`src/rtl/axi_lite_master_if.sv`:
```
// AXI4-Lite bus between a single master and a single slave.
//
// Handshake rule for every channel: a transfer happens on the rising clock
// edge where VALID and READY are both high. The source holds VALID and its
// payload stable until that edge, and never makes VALID depend on READY.
//
// Modports:
//   master : drives AW/W/AR address, data and valids plus bready/rready;
//            receives the readies and the B/R responses.
//   slave  : the mirror image.
interface axi_lite_master_if #(
    parameter int ADDR_BITS = 32,
    parameter int DATA_BITS = 32
);
    localparam int DATA_BYTES = DATA_BITS / 8;

    logic [ADDR_BITS-1:0]  m_axi_awaddr;
    logic                  m_axi_awvalid;
    logic                  m_axi_awready;

    logic [DATA_BITS-1:0]  m_axi_wdata;
    logic [DATA_BYTES-1:0] m_axi_wstrb;
    logic                  m_axi_wvalid;
    logic                  m_axi_wready;

    logic [1:0]            m_axi_bresp;
    logic                  m_axi_bvalid;
    logic                  m_axi_bready;

    logic [ADDR_BITS-1:0]  m_axi_araddr;
    logic                  m_axi_arvalid;
    logic                  m_axi_arready;

    logic [DATA_BITS-1:0]  m_axi_rdata;
    logic [1:0]            m_axi_rresp;
    logic                  m_axi_rvalid;
    logic                  m_axi_rready;

    modport master (
        output m_axi_awaddr, m_axi_awvalid, input m_axi_awready,
        output m_axi_wdata, m_axi_wstrb, m_axi_wvalid, input m_axi_wready,
        input  m_axi_bresp, m_axi_bvalid, output m_axi_bready,
        output m_axi_araddr, m_axi_arvalid, input m_axi_arready,
        input  m_axi_rdata, m_axi_rresp, m_axi_rvalid, output m_axi_rready
    );

    modport slave (
        input  m_axi_awaddr, m_axi_awvalid, output m_axi_awready,
        input  m_axi_wdata, m_axi_wstrb, m_axi_wvalid, output m_axi_wready,
        output m_axi_bresp, m_axi_bvalid, input m_axi_bready,
        input  m_axi_araddr, m_axi_arvalid, output m_axi_arready,
        output m_axi_rdata, m_axi_rresp, m_axi_rvalid, input m_axi_rready
    );
endinterface

```
`src/rtl/axi_lite_master.sv`:
```
// Single-outstanding AXI4-Lite master. A command accepted on the cmd port is
// turned into one AXI-Lite write (AW + W, then B) or read (AR, then R); the
// result is presented on the rsp port and held until rsp_ready.
//
// Ports:
//   m_axi_aclk, m_axi_aresetn : clock (rising edge), async active-low reset
//   cmd_valid/cmd_ready       : command handshake (cmd_ready high only in IDLE)
//   cmd_write/addr/wdata/wstrb: command payload, sampled only on accept
//   rsp_valid/rsp_ready       : response handshake, response held until taken
//   rsp_rdata/rsp_resp        : read data (0 for writes) and BRESP/RRESP
//   dbg_state                 : current FSM state encoding
//   m_axi                     : AXI4-Lite master modport
//
// All outputs are registered; valids never look at the matching ready.
module axi_lite_master #(
    parameter int ADDR_BITS  = 32,
    parameter int DATA_BITS  = 32,
    parameter int DATA_BYTES = DATA_BITS / 8
) (
    input  logic                  m_axi_aclk,
    input  logic                  m_axi_aresetn,
    input  logic                  cmd_valid,
    output logic                  cmd_ready,
    input  logic                  cmd_write,
    input  logic [ADDR_BITS-1:0]  cmd_addr,
    input  logic [DATA_BITS-1:0]  cmd_wdata,
    input  logic [DATA_BYTES-1:0] cmd_wstrb,
    output logic                  rsp_valid,
    input  logic                  rsp_ready,
    output logic [DATA_BITS-1:0]  rsp_rdata,
    output logic [1:0]            rsp_resp,
    output logic [2:0]            dbg_state,
    axi_lite_master_if.master     m_axi
);

    typedef enum logic [2:0] {
        IDLE    = 3'd0,
        WR_REQ  = 3'd1,
        WR_RESP = 3'd2,
        RD_REQ  = 3'd3,
        RD_RESP = 3'd4,
        RSP     = 3'd5
    } state_t;

    state_t                state_q, state_d;
    logic                  cmd_ready_q, cmd_ready_d;
    logic                  rsp_valid_q, rsp_valid_d;
    logic [DATA_BITS-1:0]  rsp_rdata_q, rsp_rdata_d;
    logic [1:0]            rsp_resp_q, rsp_resp_d;
    logic [ADDR_BITS-1:0]  awaddr_q, awaddr_d;
    logic [ADDR_BITS-1:0]  araddr_q, araddr_d;
    logic [DATA_BITS-1:0]  wdata_q, wdata_d;
    logic [DATA_BYTES-1:0] wstrb_q, wstrb_d;
    logic                  awvalid_q, awvalid_d;
    logic                  wvalid_q, wvalid_d;
    logic                  bready_q, bready_d;
    logic                  arvalid_q, arvalid_d;
    logic                  rready_q, rready_d;

    // A write address/data channel counts as done once its valid has
    // dropped, or when its handshake completes this cycle.
    logic aw_done, w_done;
    assign aw_done = !awvalid_q || m_axi.m_axi_awready;
    assign w_done  = !wvalid_q  || m_axi.m_axi_wready;

    always_ff @(posedge m_axi_aclk or negedge m_axi_aresetn) begin
        if (!m_axi_aresetn) begin
            state_q     <= IDLE;
            cmd_ready_q <= 1'b1;
            rsp_valid_q <= 1'b0;
            rsp_rdata_q <= '0;
            rsp_resp_q  <= '0;
            awaddr_q    <= '0;
            araddr_q    <= '0;
            wdata_q     <= '0;
            wstrb_q     <= '0;
            awvalid_q   <= 1'b0;
            wvalid_q    <= 1'b0;
            bready_q    <= 1'b0;
            arvalid_q   <= 1'b0;
            rready_q    <= 1'b0;
        end else begin
            state_q     <= state_d;
            cmd_ready_q <= cmd_ready_d;
            rsp_valid_q <= rsp_valid_d;
            rsp_rdata_q <= rsp_rdata_d;
            rsp_resp_q  <= rsp_resp_d;
            awaddr_q    <= awaddr_d;
            araddr_q    <= araddr_d;
            wdata_q     <= wdata_d;
            wstrb_q     <= wstrb_d;
            awvalid_q   <= awvalid_d;
            wvalid_q    <= wvalid_d;
            bready_q    <= bready_d;
            arvalid_q   <= arvalid_d;
            rready_q    <= rready_d;
        end
    end

    always_comb begin
        state_d     = state_q;
        cmd_ready_d = cmd_ready_q;
        rsp_valid_d = rsp_valid_q;
        rsp_rdata_d = rsp_rdata_q;
        rsp_resp_d  = rsp_resp_q;
        awaddr_d    = awaddr_q;
        araddr_d    = araddr_q;
        wdata_d     = wdata_q;
        wstrb_d     = wstrb_q;
        awvalid_d   = awvalid_q;
        wvalid_d    = wvalid_q;
        bready_d    = bready_q;
        arvalid_d   = arvalid_q;
        rready_d    = rready_q;

        case (state_q)
            IDLE: begin
                if (cmd_valid && cmd_ready_q) begin
                    cmd_ready_d = 1'b0;
                    if (cmd_write) begin
                        awaddr_d  = cmd_addr;
                        wdata_d   = cmd_wdata;
                        wstrb_d   = cmd_wstrb;
                        awvalid_d = 1'b1;
                        wvalid_d  = 1'b1;
                        state_d   = WR_REQ;
                    end else begin
                        araddr_d  = cmd_addr;
                        arvalid_d = 1'b1;
                        state_d   = RD_REQ;
                    end
                end
            end
            WR_REQ: begin
                // AW and W complete independently, in either order.
                if (awvalid_q && m_axi.m_axi_awready) awvalid_d = 1'b0;
                if (wvalid_q && m_axi.m_axi_wready)   wvalid_d  = 1'b0;
                if (aw_done && w_done) begin
                    bready_d = 1'b1;
                    state_d  = WR_RESP;
                end
            end
            WR_RESP: begin
                if (m_axi.m_axi_bvalid && bready_q) begin
                    bready_d    = 1'b0;
                    rsp_resp_d  = m_axi.m_axi_bresp;
                    rsp_rdata_d = '0;
                    rsp_valid_d = 1'b1;
                    state_d     = RSP;
                end
            end
            RD_REQ: begin
                if (arvalid_q && m_axi.m_axi_arready) begin
                    arvalid_d = 1'b0;
                    rready_d  = 1'b1;
                    state_d   = RD_RESP;
                end
            end
            RD_RESP: begin
                if (m_axi.m_axi_rvalid && rready_q) begin
                    rready_d    = 1'b0;
                    rsp_resp_d  = m_axi.m_axi_rresp;
                    rsp_rdata_d = m_axi.m_axi_rdata;
                    rsp_valid_d = 1'b1;
                    state_d     = RSP;
                end
            end
            RSP: begin
                if (rsp_ready) begin
                    rsp_valid_d = 1'b0;
                    cmd_ready_d = 1'b1;
                    state_d     = IDLE;
                end
            end
            default: begin
                state_d     = IDLE;
                cmd_ready_d = 1'b1;
            end
        endcase
    end

    assign cmd_ready           = cmd_ready_q;
    assign rsp_valid           = rsp_valid_q;
    assign rsp_rdata           = rsp_rdata_q;
    assign rsp_resp            = rsp_resp_q;
    assign dbg_state           = state_q;
    assign m_axi.m_axi_awaddr  = awaddr_q;
    assign m_axi.m_axi_awvalid = awvalid_q;
    assign m_axi.m_axi_wdata   = wdata_q;
    assign m_axi.m_axi_wstrb   = wstrb_q;
    assign m_axi.m_axi_wvalid  = wvalid_q;
    assign m_axi.m_axi_bready  = bready_q;
    assign m_axi.m_axi_araddr  = araddr_q;
    assign m_axi.m_axi_arvalid = arvalid_q;
    assign m_axi.m_axi_rready  = rready_q;

endmodule
```
`src/flat_wrapper.sv`:
```
// flat-port wrapper written by rule: the top's interface ports become plain ports
module axi_lite_master_flat 
#(
    parameter int ADDR_BITS  = 32,
    parameter int DATA_BITS  = 32,
    parameter int DATA_BYTES = DATA_BITS / 8
)
  (m_axi_aclk, m_axi_aresetn, cmd_valid, cmd_ready, cmd_write, cmd_addr, cmd_wdata, cmd_wstrb, rsp_valid, rsp_ready, rsp_rdata, rsp_resp, dbg_state, m_axi_m_axi_awaddr, m_axi_m_axi_awvalid, m_axi_m_axi_awready, m_axi_m_axi_wdata, m_axi_m_axi_wstrb, m_axi_m_axi_wvalid, m_axi_m_axi_wready, m_axi_m_axi_bresp, m_axi_m_axi_bvalid, m_axi_m_axi_bready, m_axi_m_axi_araddr, m_axi_m_axi_arvalid, m_axi_m_axi_arready, m_axi_m_axi_rdata, m_axi_m_axi_rresp, m_axi_m_axi_rvalid, m_axi_m_axi_rready);
  axi_lite_master_if #(.ADDR_BITS(ADDR_BITS), .DATA_BITS(DATA_BITS)) m_axi_i ();
  input  logic m_axi_aclk;
  input  logic m_axi_aresetn;
  input  logic cmd_valid;
  output logic cmd_ready;
  input  logic cmd_write;
  input  logic [ADDR_BITS-1:0] cmd_addr;
  input  logic [DATA_BITS-1:0] cmd_wdata;
  input  logic [DATA_BYTES-1:0] cmd_wstrb;
  output logic rsp_valid;
  input  logic rsp_ready;
  output logic [DATA_BITS-1:0] rsp_rdata;
  output logic [1:0] rsp_resp;
  output logic [2:0] dbg_state;
  output wire logic [$bits(m_axi_i.m_axi_awaddr)-1:0] m_axi_m_axi_awaddr;
  output wire logic [$bits(m_axi_i.m_axi_awvalid)-1:0] m_axi_m_axi_awvalid;
  input wire logic [$bits(m_axi_i.m_axi_awready)-1:0] m_axi_m_axi_awready;
  output wire logic [$bits(m_axi_i.m_axi_wdata)-1:0] m_axi_m_axi_wdata;
  output wire logic [$bits(m_axi_i.m_axi_wstrb)-1:0] m_axi_m_axi_wstrb;
  output wire logic [$bits(m_axi_i.m_axi_wvalid)-1:0] m_axi_m_axi_wvalid;
  input wire logic [$bits(m_axi_i.m_axi_wready)-1:0] m_axi_m_axi_wready;
  input wire logic [$bits(m_axi_i.m_axi_bresp)-1:0] m_axi_m_axi_bresp;
  input wire logic [$bits(m_axi_i.m_axi_bvalid)-1:0] m_axi_m_axi_bvalid;
  output wire logic [$bits(m_axi_i.m_axi_bready)-1:0] m_axi_m_axi_bready;
  output wire logic [$bits(m_axi_i.m_axi_araddr)-1:0] m_axi_m_axi_araddr;
  output wire logic [$bits(m_axi_i.m_axi_arvalid)-1:0] m_axi_m_axi_arvalid;
  input wire logic [$bits(m_axi_i.m_axi_arready)-1:0] m_axi_m_axi_arready;
  input wire logic [$bits(m_axi_i.m_axi_rdata)-1:0] m_axi_m_axi_rdata;
  input wire logic [$bits(m_axi_i.m_axi_rresp)-1:0] m_axi_m_axi_rresp;
  input wire logic [$bits(m_axi_i.m_axi_rvalid)-1:0] m_axi_m_axi_rvalid;
  output wire logic [$bits(m_axi_i.m_axi_rready)-1:0] m_axi_m_axi_rready;
  assign m_axi_m_axi_awaddr = m_axi_i.m_axi_awaddr;
  assign m_axi_m_axi_awvalid = m_axi_i.m_axi_awvalid;
  assign m_axi_i.m_axi_awready = m_axi_m_axi_awready;
  assign m_axi_m_axi_wdata = m_axi_i.m_axi_wdata;
  assign m_axi_m_axi_wstrb = m_axi_i.m_axi_wstrb;
  assign m_axi_m_axi_wvalid = m_axi_i.m_axi_wvalid;
  assign m_axi_i.m_axi_wready = m_axi_m_axi_wready;
  assign m_axi_i.m_axi_bresp = m_axi_m_axi_bresp;
  assign m_axi_i.m_axi_bvalid = m_axi_m_axi_bvalid;
  assign m_axi_m_axi_bready = m_axi_i.m_axi_bready;
  assign m_axi_m_axi_araddr = m_axi_i.m_axi_araddr;
  assign m_axi_m_axi_arvalid = m_axi_i.m_axi_arvalid;
  assign m_axi_i.m_axi_arready = m_axi_m_axi_arready;
  assign m_axi_i.m_axi_rdata = m_axi_m_axi_rdata;
  assign m_axi_i.m_axi_rresp = m_axi_m_axi_rresp;
  assign m_axi_i.m_axi_rvalid = m_axi_m_axi_rvalid;
  assign m_axi_m_axi_rready = m_axi_i.m_axi_rready;
  axi_lite_master #(.ADDR_BITS(ADDR_BITS), .DATA_BITS(DATA_BITS), .DATA_BYTES(DATA_BYTES)) u_core (.m_axi_aclk(m_axi_aclk), .m_axi_aresetn(m_axi_aresetn), .cmd_valid(cmd_valid), .cmd_ready(cmd_ready), .cmd_write(cmd_write), .cmd_addr(cmd_addr), .cmd_wdata(cmd_wdata), .cmd_wstrb(cmd_wstrb), .rsp_valid(rsp_valid), .rsp_ready(rsp_ready), .rsp_rdata(rsp_rdata), .rsp_resp(rsp_resp), .dbg_state(dbg_state), .m_axi(m_axi_i));
endmodule
```
`config.mk`:
```
export PLATFORM = sky130hd
export DESIGN_NAME = axi_lite_master_flat
export DESIGN_NICKNAME = d
export VERILOG_FILES = /design/src/rtl/axi_lite_master_if.sv /design/src/rtl/axi_lite_master.sv /design/src/flat_wrapper.sv
export SDC_FILE = /design/constraint.sdc
export NUM_CORES = 1
export LEC_CHECK = 0
export ABC_CLOCK_PERIOD_IN_PS = 3000
export CORE_MARGIN = 2
export CORE_UTILIZATION = 45
export CTS_CLUSTER_DIAMETER = 30
export DETAILED_ROUTE_END_ITERATION = 12
export PLACE_DENSITY = 0.9
export RECOVER_POWER = 25
export SLEW_MARGIN = 10
export SYNTH_ARGS = -nofsm -noshare
export SYNTH_HDL_FRONTEND = slang
export SYNTH_SLANG_ARGS = --single-unit
```
`constraint.sdc`:
```
create_clock -name m_axi_aclk -period 3 [get_ports m_axi_aclk]
set_input_delay 0.9 -clock m_axi_aclk [delete_from_list [all_inputs] [get_ports m_axi_aclk]]
set_output_delay 0.9 -clock m_axi_aclk [all_outputs]
set_load 0.02 [all_outputs]
```
==> run_results.csv <==
group,metric,value,unit
run_status,status,"finished, final reports clean",
floorplanning,dieArea,13400,µm²
timing,fin_crit_sh,88.6,%
setup_path,cp.arrival,1760,ps
timing,fin_crit,2660,ps
drt,drc,0,
timing,rsz0062_at_grt,"no",
clock_network,clock_latency,410,ps
cells_and_area,design_area,8840,µm²
cells_and_area,syn_to_final_growth,57.3,%
placement,place_area,8310,µm²
yosys,postSynthCellCount,354,
clock_network,post_cts_buffers,0,
floorplanning,initial_utilization,46.4,%
timing,max_freq,376,MHz
floorplanning,core,12100,µm²
global_route,track_usage,21.8,%
floorplanning,die_x,116,µm
global_route,grt_pass1_vias,4372,
clock_network,clk_pin_slew_worst_paths,60,ps
floorplanning,dieHeight,116,µm
setup_path,cp-start-kind,"register",
yosys,seq_area_frac_synth,64.1,%
drt,vias_per_cell,5.06,
floorplanning,core.rowCount,40,
clock_network,cts-buffers-inserted,17,
yosys,synth_top_area_share,63.6,%
timing,setup_violations,0,
global_route,antenna_found_initial,0,
yosys,yosys.area_share.adder,0,%
placement,port_buffers,257,
setup_path,critPathTopFamily,"buffers and inverters",
timing,fin_skew,9.20,ps
cells_and_area,final_common_cell,"clkdlybuf4s50_1",
yosys,synth_compound_area_share,7.79,%
yosys,synth_simple_gate_area_share,2.96,%
yosys,ys_ff_latch,144,
global_route,grt_max_degree,55,
drt,routed_wl,14.5,mm
drt,drtAntennaViolNets,0,
global_route,grt_overflow_total,0,
yosys,avgSynthCellArea,15.9,µm²
global_route,grt_pass1_wl,22.1,mm
power_and_ir_drop,power.leakage,4.17,nW
power_and_ir_drop,ir_drop,0.265,mV
yosys,synth_cell_types,33,
clock_network,cts.sinks,144,
drt,wire_per_inst,18.2,µm
yosys,synth_top_family_by_area,"multiplexers",
yosys,synthMuxAreaShare,21.1,%
timing,final_hold_viol_count,0,
clock_network,clock_path_buffers,2,
yosys,synth_warnings,0,
drt,drt_iter0_markers,176,
setup_path,cp_num_buf_inv,1,
floorplanning,pin_count,258,
yosys,synth_nets,468,
yosys,synth_top_cell_by_area,"dfrtp_1",
placement,gp_congestion,0.777,
setup_path,crit_type,"reg -> out",
timing,final_max_slew_viol_count,0,
drt,dr_total_vias,4039,
cells_and_area,final_net_count,731,
setup_path,crit_fanout,15,
cells_and_area,drive_above_1_share,19.2,%
timing,timing.hold.ws,482,ps
placement,dp_hpwl,10.9,mm
cells_and_area,final_util,73.0,%
job,max_cap_violations,0,
power_and_ir_drop,power,4.10,mW
cells_and_area,diodes,0,
drt,first_pass_iters,4,
min_path,hold_path.class,"reg -> reg",
clock_network,cts_hold_buffers,0,
clock_network,htreeDepth,4,
clock_network,root_buffer,"clkbuf_16",
cells_and_area,final_cell_mix,"clkdlybuf4s50_1, dfrtp_1, mux2_2",
power_and_ir_drop,p_per_area,464,nW/µm²
setup_path,worst_path_max_delay_cell,"clkdlybuf4s50_1",
timing,relSlewSlack,13.3,%
yosys,synth.area.top_cells,"dfrtp_1, mux2_2, mux2_1, a22o_1, buf_6",
setup_path,slowest_delay,720,ps
setup_path,cp-end-kind,"output pin",
yosys,synthesis.area,5620,µm²
timing,fin_setup_tns,0,ps
clock_network,post_cts_resized,0,
setup_path,path_cells,"clkdlybuf4s50_1",
clock_network,cts_tree,"done",
setup_path,cp.required,2100,ps
timing,worstMarginPinSlew,1300,ps
yosys,synth_xor_area_share,0,%
==> per-layer routing <==
layer / GRT usage [%] / part of all wire, % / vias to the layer above / routed length (µm)
li1: - / - / 1809 / -
met1: 24.1 / 38 / 2028 / 5450
met2: 38.6 / 52 / 177 / 7600
met3: 7.32 / 7.6 / 25 / 1110
met4: 9.13 / 2.5 / 0 / 364
met5: 0 / 0 / - / 0
==> cell families after synthesis <==
| family | count (synthesis) |
|---|---|
| AO/OA/AOI/OAI | 54 |
| buffers and inverters | 26 |
| flip-flops | 144 |
| multiplexers | 105 |
| AND/OR/NAND/NOR | 25 |
==> registers in the layout, indices dropped and copies added (netlist names), 2 cells and up <==
register,flops
u_core.dbg_state,3
u_core.m_axi.m_axi_awaddr,32
u_core.m_axi.m_axi_wstrb,4
u_core.rsp_resp,2
u_core.m_axi.m_axi_araddr,32
u_core.m_axi.m_axi_wdata,32
u_core.rsp_rdata,32
==> cell usage after synthesis (all sizes together) <==
cell type  instances
and2b              1
a21oi              7
o21ai              5
nor2b              1
and3b              1
o2111ai            2
inv                5
mux2             105
a22o              32
and3               1
a221o              1
dfstp              1
nand4              1
a32oi              1
nor2               5
buf               21
a21o               1
and4               1
a211o              1
a22oi              2
a31oi              2
nor3               1
nand2             10
dfrtp            143
nor3b              2
nand3b             1
==> power by group <==
part / switching, mW / internal (mW) / total, mW
logic: 0.0683 / 0.131 / 0.200
registers: 0 / 1.94 / 1.94
clock network: 0.739 / 1.22 / 1.96
==> layout make-up <==
| cell class | count | area (µm²) |
|---|---|---|
| clock buffer | 26 | 499 |
| clock inverter | 6 | 55.1 |
| fill | 818 | 3270 |
| inverter | 5 | 18.8 |
| multi-input combinational | 184 | 1790 |
| sequential | 144 | 3600 |
| tap | 168 | 210 |
| timing repair buffer | 265 | 2660 |
==> path summary, 6_finish.rpt <==
kind                                               startpoint                       endpoint  slack (ps)  depth (start not counted)
worst min-delay path            u_core.m_axi.m_axi_araddr[28]  u_core.m_axi.m_axi_araddr[28]         480                          1
worst max-delay path                      u_core.dbg_state[2]                   dbg_state[2]         340                          1
min in group asynchronous                       m_axi_aresetn  u_core.m_axi.m_axi_awaddr[29]         770                          1
max in group asynchronous                       m_axi_aresetn   u_core.m_axi.m_axi_wdata[12]         630                          2
worst max register to register            u_core.dbg_state[2]             u_core.rsp_resp[1]         840                          5
worst min register to register  u_core.m_axi.m_axi_araddr[28]  u_core.m_axi.m_axi_araddr[28]         480                          1
==> through the flow <==
step           setup WS, ps  cells
2_1_floorplan          1080    354
3_3_place_gp            441    766
3_5_place_dp            349    766
4_1_cts                 334    798
5_1_grt                 212    798
6_report                342    798
Power figures use the tool's default switching activity.
